$ cat src/rtl/weighted_rr_packet_arbiter.sv
// Weighted round-robin packet arbiter with wormhole locking and ready handshake.
// Grants are combinational from requests and state; state advances only on accepted flits.
module weighted_rr_packet_arbiter #(
    parameter int unsigned AGENTS_NUM   = 4,
    parameter int unsigned WEIGHT_WIDTH = 4,
    parameter int unsigned PTR_SIZE     = (AGENTS_NUM > 1) ? $clog2(AGENTS_NUM) : 1
) (
    input  logic                                 clk,
    input  logic                                 rst,
    input  logic [AGENTS_NUM-1:0]                requests_i,
    input  logic [AGENTS_NUM-1:0]                tail_i,
    input  logic [AGENTS_NUM*WEIGHT_WIDTH-1:0]   weights_i,
    input  logic                                 ready_i,
    output logic [AGENTS_NUM-1:0]                grants_o,
    output logic                                 grant_valid_o,
    output logic [PTR_SIZE-1:0]                  grant_id_o
);

    localparam int unsigned USED_EXT_W = WEIGHT_WIDTH + 1;

    localparam logic [0:0] ST_IDLE   = 1'b0;
    localparam logic [0:0] ST_LOCKED = 1'b1;

    logic [0:0]              state_q, state_d;
    logic [PTR_SIZE-1:0]     ptr_q, ptr_d;
    logic [PTR_SIZE-1:0]     owner_q, owner_d;
    logic [WEIGHT_WIDTH-1:0] used_q, used_d;

    logic                    win_valid_c;
    logic [PTR_SIZE-1:0]     win_id_c;
    logic [31:0]             scan_idx_c;
    logic [WEIGHT_WIDTH-1:0] weight_c;
    logic [WEIGHT_WIDTH-1:0] quota_c;
    logic [USED_EXT_W-1:0]   used_inc_c;
    logic [PTR_SIZE-1:0]     ptr_next_c;
    logic                    xfer_c;

    // Winner: locked owner only, else first requester scanning from ptr.
    always_comb begin
        win_valid_c = 1'b0;
        win_id_c    = '0;
        scan_idx_c  = '0;
        if (state_q == ST_LOCKED) begin
            win_valid_c = requests_i[owner_q];
            win_id_c    = owner_q;
        end else begin
            for (int unsigned i = 0; i < AGENTS_NUM; i++) begin
                scan_idx_c = 32'(ptr_q) + i;
                if (scan_idx_c >= AGENTS_NUM) begin
                    scan_idx_c = scan_idx_c - AGENTS_NUM;
                end
                if (!win_valid_c && requests_i[PTR_SIZE'(scan_idx_c)]) begin
                    win_valid_c = 1'b1;
                    win_id_c    = PTR_SIZE'(scan_idx_c);
                end
            end
        end
    end

    // Quota of the current priority agent; a zero weight counts as one packet.
    always_comb begin
        weight_c = '0;
        for (int unsigned k = 0; k < AGENTS_NUM; k++) begin
            if (PTR_SIZE'(k) == ptr_q) begin
                weight_c = weights_i[k*WEIGHT_WIDTH +: WEIGHT_WIDTH];
            end
        end
        quota_c    = (weight_c == '0) ? WEIGHT_WIDTH'(1) : weight_c;
        used_inc_c = {1'b0, used_q} + USED_EXT_W'(1);
        ptr_next_c = (win_id_c == PTR_SIZE'(AGENTS_NUM - 1)) ? '0 : win_id_c + PTR_SIZE'(1);
    end

    assign xfer_c = win_valid_c & ready_i;

    always_comb begin
        state_d = state_q;
        ptr_d   = ptr_q;
        owner_d = owner_q;
        used_d  = used_q;
        if (xfer_c) begin
            if (!tail_i[win_id_c]) begin
                state_d = ST_LOCKED;
                owner_d = win_id_c;
            end else begin
                state_d = ST_IDLE;
                if ((win_id_c == ptr_q) && (used_inc_c < {1'b0, quota_c})) begin
                    used_d = used_inc_c[WEIGHT_WIDTH-1:0];
                end else begin
                    ptr_d  = ptr_next_c;
                    used_d = '0;
                end
            end
        end
    end

    always_ff @(posedge clk or negedge rst) begin
        if (!rst) begin
            state_q <= ST_IDLE;
            ptr_q   <= '0;
            owner_q <= '0;
            used_q  <= '0;
        end else begin
            state_q <= state_d;
            ptr_q   <= ptr_d;
            owner_q <= owner_d;
            used_q  <= used_d;
        end
    end

    // Outputs are forced low while reset is held, independent of the clock.
    always_comb begin
        grants_o      = '0;
        grant_valid_o = 1'b0;
        grant_id_o    = '0;
        if (rst && win_valid_c) begin
            grants_o[win_id_c] = 1'b1;
            grant_valid_o      = 1'b1;
            grant_id_o         = win_id_c;
        end
    end

endmodule
$ cat config.mk
export PLATFORM = sky130hd
export DESIGN_NAME = weighted_rr_packet_arbiter
export DESIGN_NICKNAME = d
export VERILOG_FILES = /design/src/rtl/weighted_rr_packet_arbiter.sv
export SDC_FILE = /design/constraint.sdc
export NUM_CORES = 1
export LEC_CHECK = 0
export CAP_MARGIN = 30
export CORE_ASPECT_RATIO = 1.4
export CORE_MARGIN = 5
export CORE_UTILIZATION = 45
export CTS_CLUSTER_SIZE = 14
export DETAILED_ROUTE_END_ITERATION = 16
export MAX_ROUTING_LAYER = met4
export PLACE_DENSITY = 0.78
export SYNTH_ARGS = -nofsm -noshare
export SYNTH_HDL_FRONTEND = slang
export SYNTH_SLANG_ARGS = --single-unit
export TNS_END_PERCENT = 10
$ cat constraint.sdc
create_clock -name clk -period 10.7 [get_ports clk]
set_input_delay 2.675 -clock clk [delete_from_list [all_inputs] [get_ports clk]]
set_output_delay 2.675 -clock clk [all_outputs]
set_load 0.01 [all_outputs]
* Yosys cells after proc, flatten, opt, wreduce, memory -nomap -nowiden
Cells that the tools add are included.
** Storage, ports and cells
- Output and inout bits :: 7
- Word-level logic and storage cells :: 93
- Input bits :: 27
- Flip-flop bits (word level) :: 9
** Cells by class
- Reduce and logical (&&, ||, !) cells :: 14
- Eq/ne operators :: 5
- $add $sub $neg :: 9
- $lt $le $gt $ge :: 12
- Bitwise logic cells :: 3
- Mux-type cells :: 46
** Operators with widths (number)
- $mux W2 :: 15
- $mux W4 :: 7
- $lt A2 B3 Y1 const B :: 6
- $mux W1 :: 17
- $bmux W1 S2 :: 6
- $ge A3 B3 Y1 const B :: 3
- $sub A2 B1 Y2 const B :: 4
- $add A2 B2 Y3 const B :: 2
- $logic_and A1 B1 Y1 :: 6
- $add A4 B1 Y5 const B :: 1
- $lt A5 B4 Y1 :: 1
- $eq A2 B2 Y1 const A :: 2
- $logic_not A4 Y1 :: 1
- $reduce_and A2 Y1 :: 2
- $add A2 B1 Y3 const B :: 1
- $ge A2 B3 Y1 const B :: 1
- $logic_not A1 Y1 :: 3
- $reduce_and A3 Y1 :: 1
- $add A2 B1 Y2 const B :: 1
- $demux W1 S2 :: 1
- $eq A1 B2 Y1 const A :: 1
- $eq A2 B2 Y1 :: 1
- $eq A2 B2 Y1 const B :: 1
- $ge A2 B1 Y1 const B :: 1
- 3 further kinds :: 4

* Logic depth before layout (Yosys ltp)
Gate-level depths: netlist of run 1.
- Depth in word-level cells :: 24
- Depth in mapped cells :: 13
- Mapped depth without buffers :: 12

* Worst setup path before layout of run 1
Ideal clock, no wire load.
- Kind :: input -> output
- From :: input requests_i[2]
- To :: output grants_o[0]
- Path buffers :: 0
- Cell stages on the path :: 6
- Slack :: 3.609 ns
- Data required time :: 8.025 ns
- Data arrival time :: 4.416 ns
- Cell sequence :: mux4_2 o311a_1 nor3_1 inv_2 ha_1 and3_1
** On the way
- Longest elaborated chain between the ends :: 21
- Elaborated cells on any way between the ends :: 36
** RTL lines
- start, declared :: RTL line 10 : input logic [AGENTS_NUM-1:0] requests_i,
- $bmux W1 S2 :: RTL line 52 : if (!win_valid_c && requests_i[PTR_SIZE'(scan_idx_c)]) begin
- $mux W1 (not written as such) :: RTL line 52
- $mux W1 :: RTL line 52
- $mux W1 :: RTL line 43 : if (state_q == ST_LOCKED) begin
- $logic_not A1 Y1 :: RTL line 52
- $logic_and A1 B1 Y1 :: RTL line 52
- $mux W1 :: RTL line 52
- $mux W1 :: RTL line 43
- (+6 left out)
- $mux W2 * :: RTL line 52
- $mux W2 * :: RTL line 43
- via win_id_c[1] :: RTL line 30 : logic [PTR_SIZE-1:0] win_id_c;
- $lt A2 B3 Y1 (not written as such) or $ge A2 B1 Y1 (tied branches) :: RTL line 116 : grants_o[win_id_c] = 1'b1;
- $logic_and A1 B1 Y1 (not written as such) :: RTL line 116
- $mux W1 (not written as such) :: RTL line 116
- $demux W1 S2 * :: RTL line 116
- $mux W4 * :: RTL line 115 : if (rst && win_valid_c) begin
- end, declared :: RTL line 14 : output logic [AGENTS_NUM-1:0] grants_o,
The timed path passes the listed nets; every way through them passes the cells marked *. The select of a mux whose other input is x is not followed.

* Worst setup path after layout of run 1
Ends and elaborated chain as after synthesis.

==> results of run 1 <==
[layout make-up]
cell class | instances | area share [%]
multi-input combinational | 140 | 62.2
timing repair buffer | 33 | 18.2
sequential | 9 | 12.4
tap | 39 | 2.69
clock buffer | 4 | 2.48
inverter | 10 | 2.07
[how the worst max path moves through the flow]
| stage | endpoint | depth (start not counted) |
|---|---|---|
| 4_1_cts | grants_o[0] | 8 |
| 3_5_place_dp | grants_o[0] | 8 |
| 2_1_floorplan | grants_o[0] | 6 |
| 5_1_grt | grants_o[1] | 8 |
| 6_report | grants_o[0] | 8 |
| 3_3_place_gp | grants_o[0] | 8 |
[registers in the layout (all words and copies together) (netlist names)]
register / flops
owner_q: 2
used_q: 4
ptr_q: 2
state_q: 1
[cells in the mapped netlist, types with 2 or more instances]
master / count / share of area [%]
and3_1: 5 / 2.1
o21ai_0: 6 / 2.1
nand2_1: 12 / 3.1
mux4_2: 3 / 4.6
a21oi_1: 10 / 3.4
mux2i_1: 3 / 2.1
o211ai_2: 2 / 1.7
inv_1: 8 / 2.1
nand2b_1: 4 / 1.7
nand3b_1: 3 / 1.5
dfrtp_1: 9 / 15
buf_4: 4 / 2.1
o311ai_1: 4 / 2.4
mux2_2: 3 / 2.3
a22oi_1: 2 / 1.0
buf_6: 2 / 1.5
nor2_1: 7 / 1.8
o21ai_1: 6 / 2.1
and2_1: 2 / 0.86
nand3_1: 8 / 2.7
a211oi_1: 4 / 2.1
a21oi_2: 3 / 1.8
xor2_1: 2 / 1.2
nor3b_1: 4 / 2.1
a31oi_1: 2 / 0.86
inv_2: 2 / 0.51
ha_1: 12 / 10
[routing by layer]
metal | share of wire [%] | GRT usage [%] | routed length [microns] | up-vias
met4 | 0 | 3.02 | 0 | 0
li1 | - | - | - | 696
met5 | 0 | - | 0 | -
met3 | 5.1 | 3.32 | 192 | 0
met1 | 42 | 19.0 | 1590 | 645
met2 | 53 | 32.6 | 2010 | 40
[power groups by stage]
stage               Sequential [mW]  Clock (mW)  Combinational (mW)
floorplan                    0.0588           0               0.290
global placement             0.0751           0               0.338
detailed placement           0.0764           0               0.349
CTS                          0.0760      0.0395               0.351
global route                 0.0788      0.0421               0.387
finish                       0.0760      0.0386               0.350
[cell families after synthesis]
group / Yosys count
buffers and inverters: 19
multiplexers: 10
XOR/XNOR: 3
flip-flops: 9
AND/OR/NAND/NOR: 61
AO/OA/AOI/OAI: 54
adder cells (fa/ha/maj): 12
[through the flow]
step	hold slack [ns]	cell area, sq um	total power, mW	cells	setup WS, ns
2_1_floorplan	0.482	1460	0.349	168	3.61
3_3_place_gp	0.497	1770	0.413	231	2.40
3_5_place_dp	0.517	1770	0.425	231	2.30
4_1_cts	0.527	1820	0.467	235	2.30
5_1_grt	0.565	1820	0.508	235	2.13
6_report	0.518	1820	0.465	235	2.30
[critical path, delay by kind of cell]
kind,cells,cell delay [ns]
and+or+nand+nor,2,0.56
buffers and inverters,3,1.21
adders and majority gates,1,0.20
AOI/OAI and AO/OA,1,0.45
muxes,1,0.64
==> results.md, run 1 <==
* Outcome: finished clean
* P&R area growth vs syn at 24.3%
* Post-layout util at 58.2%
* Synthesized area at 1460 sq um
* Worst IR Drop VDD at 0.145 mV
* Syn Area/Cell at slightly below 9 sq um
* Total CTS buffers at 3
* Clock Tree Buf Depth at 2
* Clk pwr share at under 10%
* # port buffers at 33
* Drt drc at 0
* Hold depth at 2
* Part of the Yosys area used for sequential elements at 15.4%
* Post-synthesis xor/xnor area fraction at under 10%
* CTS Root Cell: clkbuf_8
* P_leak at 0.742 nW
* Sequential Power Share at 16.3%
* Predominant post-synthesis flop cell: dfrtp_1
* Mux cell area share after synthesis at 10.0%
* FMAX at 119 MHz
* Worst reg2reg setup slack at between 7 and 8 ns
* R2r endpoint: ptr_q[1]
* Clock sink count at 9
* Multi-input combinational cell area at 1130 sq um
* Commonest non-fill, non-tap cell in the layout: clkdlybuf4s50_1
* CP endpoint kind: output port
* Compound-Gate Fraction of Synth Area at 28.7%
* Worst-Margin Slew at 0.554 ns
* Row count at 24
* First-pass GRT wire length at 6310 microns
* Post-synthesis adder-cell area fraction at roughly a tenth
* Area of the die at around 4500 sq um
* Worst reg-to-reg path cell count at 7
* RSZ-0062 raised after global routing: false
* Clock skew at between 0.005 and 0.006 ns
* Core Area at 3120 sq um
* Final #Nets at 236
* # H-tree levels at 1
* Vias in the first global route at around 1,400
* DR vias at 1,381
* Gp weighted congestion at 0.870
* Post-Route WL at 3790 microns
* CP Data Arrival Time at 5.73 ns
* Period minus WS final at 8.40 ns
* TritonRoute pass-1 iters at 5
* WP data required at 8.03 ns
* Post-CTS Resized at 0
* Share of cells above drive strength 1 at 15.8%
* Hold Fails Final Rpt at 0
* Initial antenna violation count at 0
* Setup CP Type: in -> out
* WHS Endpoint: used_q[1]
* Post-CTS Setup Inserts at 0
* Largest net degree at the start of global routing at 16
* Largest family of logic cells by synthesized area: compound AO/OA/AOI/OAI gates
* Hold wc startpoint: used_q[1]
* Cell Int Power at 0.233 mW
* Worst setup path start: requests_i[2]
* Critical Path Start Type: input pin
* Synth Area in Simple Gates at 26.5%
* Antenna-violating nets left at 0
* Worst R2R Start: ptr_q[0]
* Skew-Pair Late Insertion Delay at approximately 0.23 ns
* CTS tree: built
* Initial core utilization at 46.8%
* Clock-pin slew on the worst setup and hold paths at around 0.040 ns
* Iter 0 DRT Violations at 41
* Sw Share at 49.9%
* I/O pin cnt at 34
* Number of flops mapped to enable cells by yosys at 0
* Commonest cells after routing, fill and taps aside: clkdlybuf4s50_1, nand2_1, ha_1, a21oi_1, dfrtp_1
* Synth Register Bits at 9
* Reg area at 225 sq um
* YS warnings at 0
* Post-cts hold buffer count at 0
* CP max-delay cell: mux4_2
* Combinational Power Share at between 70 and 80%
* Crit-path cells: clkdlybuf4s50_1 -> mux4_2 -> o311a_1 -> nor3_1 -> inv_2 -> ha_1 -> and3_1 -> clkdlybuf4s50_1
* Post-synthesis cell type count at 63
* Pwr Density at 256 nW/um^2
* Setup TNS Final at 0 ns
* FILL cells at 311
* Slew Viols, Final at 0
* Share of synthesized registers carrying an async set or reset at 100%
* Setup violators final at 0
* Total track usage at 17.5%
* GRT overflow at 0
* Crit-path most repeated cell: clkdlybuf4s50_1
* Sw power at 0.232 mW
* Detailed placement HPWL at 3040 microns
* WL per Instance at 16.1 microns
* Rel. slew slack at 62.9%
* Via/cell ratio at roughly 6
* Max FO, Critical Path at 12
* Period utilization at approximately 79%
* Diode count at 0
* Die Span Y at 77.4 microns
* Post-Syn Nets at 207
* Worst hold path type: reg -> reg
* Max-cap violation count at 0
* Synth Instances at 168
* Die width at 58.2 microns
* Worst path max stage delay at 0.64 ns
No activity file was read; power rests on OpenSTA's default activity.
==> inputs of run 2 (changes only) <==
==> constraint.sdc (replaced) <==
create_clock -name clk -period 7.8 [get_ports clk]
set_input_delay 1.95 -clock clk [delete_from_list [all_inputs] [get_ports clk]]
set_output_delay 1.95 -clock clk [all_outputs]
set_load 0.01 [all_outputs]
==> run 2 against run 1 <==
Compared with the run above: combinational power up 38%; core utilization unchanged; global-route usage down 0.21 points; critical path type unchanged.
==> results.md, run 2 (synthesis results as in run 1) <==
* Clock skew at 0.00817 ns (+0.00223 ns)
* Commonest cells after routing, fill and taps aside: clkdlybuf4s50_1, nand2_1, ha_1, a21oi_1, dfrtp_1
* Worst path max stage delay at 0.64 ns (about the same)
* Post-cts hold buffer count at 0 (unchanged)
* Post-layout util at 58.2% (unchanged)
* Rel. slew slack at 63.3% (+0.31 points)
* Post-CTS Resized at 0 (unchanged)
* Skew-Pair Late Insertion Delay at 0.23 ns (about the same)
* Row count at 24 (unchanged)
* # port buffers at 33 (unchanged)
* Outcome: finished clean
* Largest net degree at the start of global routing at 16 (unchanged)
* Clock Tree Buf Depth at 2 (unchanged)
* Top Registers: used_q (4), owner_q (2), ptr_q (2)
* Setup TNS Final at 0 ns (unchanged)
* CTS Root Cell: clkbuf_8
* Worst-Margin Slew at 0.549 ns (-0.00469 ns)
* Initial antenna violation count at 0 (unchanged)
* Antenna-violating nets left at 0 (unchanged)
* Total track usage at 17.3% (-0.21 points)
* Post-Route WL at 3780 microns (-0.29%)
* Hold Fails Final Rpt at 0 (unchanged)
* Share of cells above drive strength 1 at 15.8% (unchanged)
* Total power at 0.641 mW (+38%)
* FMAX at roughly 140 MHz
* Pwr Density at 353 nW/um^2 (+38%)
* CP max-delay cell: mux4_2
* Die Span Y at 77.4 microns (unchanged)
* Max FO, Critical Path at 12 (unchanged)
* Initial core utilization at 46.8% (unchanged)
* Detailed placement HPWL at 2970 microns (-2.2%)
* P_leak at 0.742 nW (unchanged)
* Most flops, register: used_q
* TritonRoute pass-1 iters at 4 (-1)
* Crit-path most repeated cell: clkdlybuf4s50_1
* Worst hold path type: reg -> reg
* Critical Path Start Type: input pin
* Worst IR Drop VDD at 0.189 mV (+31%)
* DR vias at 1,384 (+0.22%)
* Period minus WS final at 6.97 ns
* Final #Nets at 236 (unchanged)
* Total CTS buffers at 3 (unchanged)
* Worst R2R Start: ptr_q[0]
* GRT overflow at 0 (unchanged)
* Slew Viols, Final at 0 (unchanged)
* Clock-pin slew on the worst setup and hold paths at 0.04 ns (about the same)
* Commonest non-fill, non-tap cell in the layout: clkdlybuf4s50_1
* Via/cell ratio at 5.89 (+0.22%)
* Area of the die at 4500 sq um (unchanged)
* Die width at 58.2 microns (unchanged)
* P&R area growth vs syn at 24.3% (unchanged)
* First-pass GRT wire length at 6270 microns (-0.76%)
* Clock sink count at 9 (unchanged)
* CP Data Arrival Time at 5.02 ns (-0.71 ns)
* Drt drc at 0 (unchanged)
* Setup CP Type: in -> out
* RSZ-0062 raised after global routing: false
* Diode count at 0 (unchanged)
* Iter 0 DRT Violations at 39 (-4.9%)
* Max-cap violation count at 0 (unchanged)
* Max reg flops at 4 (unchanged)
* # H-tree levels at 1 (unchanged)
* Core Area at 3120 sq um (unchanged)
* WL per Instance at 16.1 microns (-0.29%)
* CTS tree: built
* I/O pin cnt at 34 (unchanged)
* Post-CTS Setup Inserts at 0 (unchanged)
* CP endpoint kind: output port
* Hold wc startpoint: used_q[1]
* Crit-path cells: clkdlybuf4s50_1 -> mux4_2 -> o311a_1 -> nor3_1 -> inv_2 -> ha_1 -> and3_1 -> clkdlybuf4s50_1
* Setup violators final at 0 (unchanged)
* WP data required at 5.85 ns (-2.18 ns)
* Gp weighted congestion at 0.870 (unchanged)
* Worst setup path start: requests_i[2]
* Period utilization at 89.4%
* Vias in the first global route at 1,436 (+0.70%)
==> run 2: worst max-delay path, delay by kind of cell <==
kind / cells / cell delay [ns]
compound gates: 1 / 0.45
simple gates: 2 / 0.58
buf+inv: 3 / 1.21
fa+ha+maj: 1 / 0.20
mux: 1 / 0.64
==> run 2: final timing paths <==
kind                                to  slack (ns)  depth (start not counted)
max                        grants_o[0]        0.83                          8
min                          used_q[1]        0.52                          2
max reg2reg                   ptr_q[1]        4.30                          7
min reg2reg                  used_q[1]        0.52                          2
max in group asynchronous    used_q[3]        5.35                          1
min in group asynchronous    used_q[2]        2.08                          1
==> run 2: final cells by class <==
cell class | instances | area, sq um
fill | 290 | 1310
inverter | 10 | 37.5
tap | 39 | 48.8
multi-input combinational | 140 | 1130
clock buffer | 4 | 45.0
timing repair buffer | 33 | 330
sequential | 9 | 225
==> run 2: routing by layer <==
metal | GRT usage [%] | up-vias | routed length [microns] | share of wire [%]
met2 | 31.6 | 47 | 1950 | 52
met5 | - | - | 0 | 0
met4 | 3.25 | 0 | 53 | 1.4
met1 | 19.6 | 634 | 1510 | 40
met3 | 2.82 | 6 | 261 | 6.9
li1 | - | 697 | - | -
==> run 2: per-stage QoR <==
stage | worst slack (ns) | area, sq um | cells | hold WS, ns
global route | 0.677 | 1820 | 235 | 0.571
floorplan | 2.16 | 1460 | 168 | 0.482
CTS | 0.824 | 1820 | 235 | 0.522
global placement | 0.946 | 1770 | 231 | 0.497
finish | 0.825 | 1820 | 235 | 0.519
detailed placement | 0.830 | 1770 | 231 | 0.514
==> run 2: where the power goes <==
group	internal [mW]	switching, mW
clock network	0.0357	0.0185
logic	0.220	0.262
registers	0.0641	0.0406
total	0.319	0.321
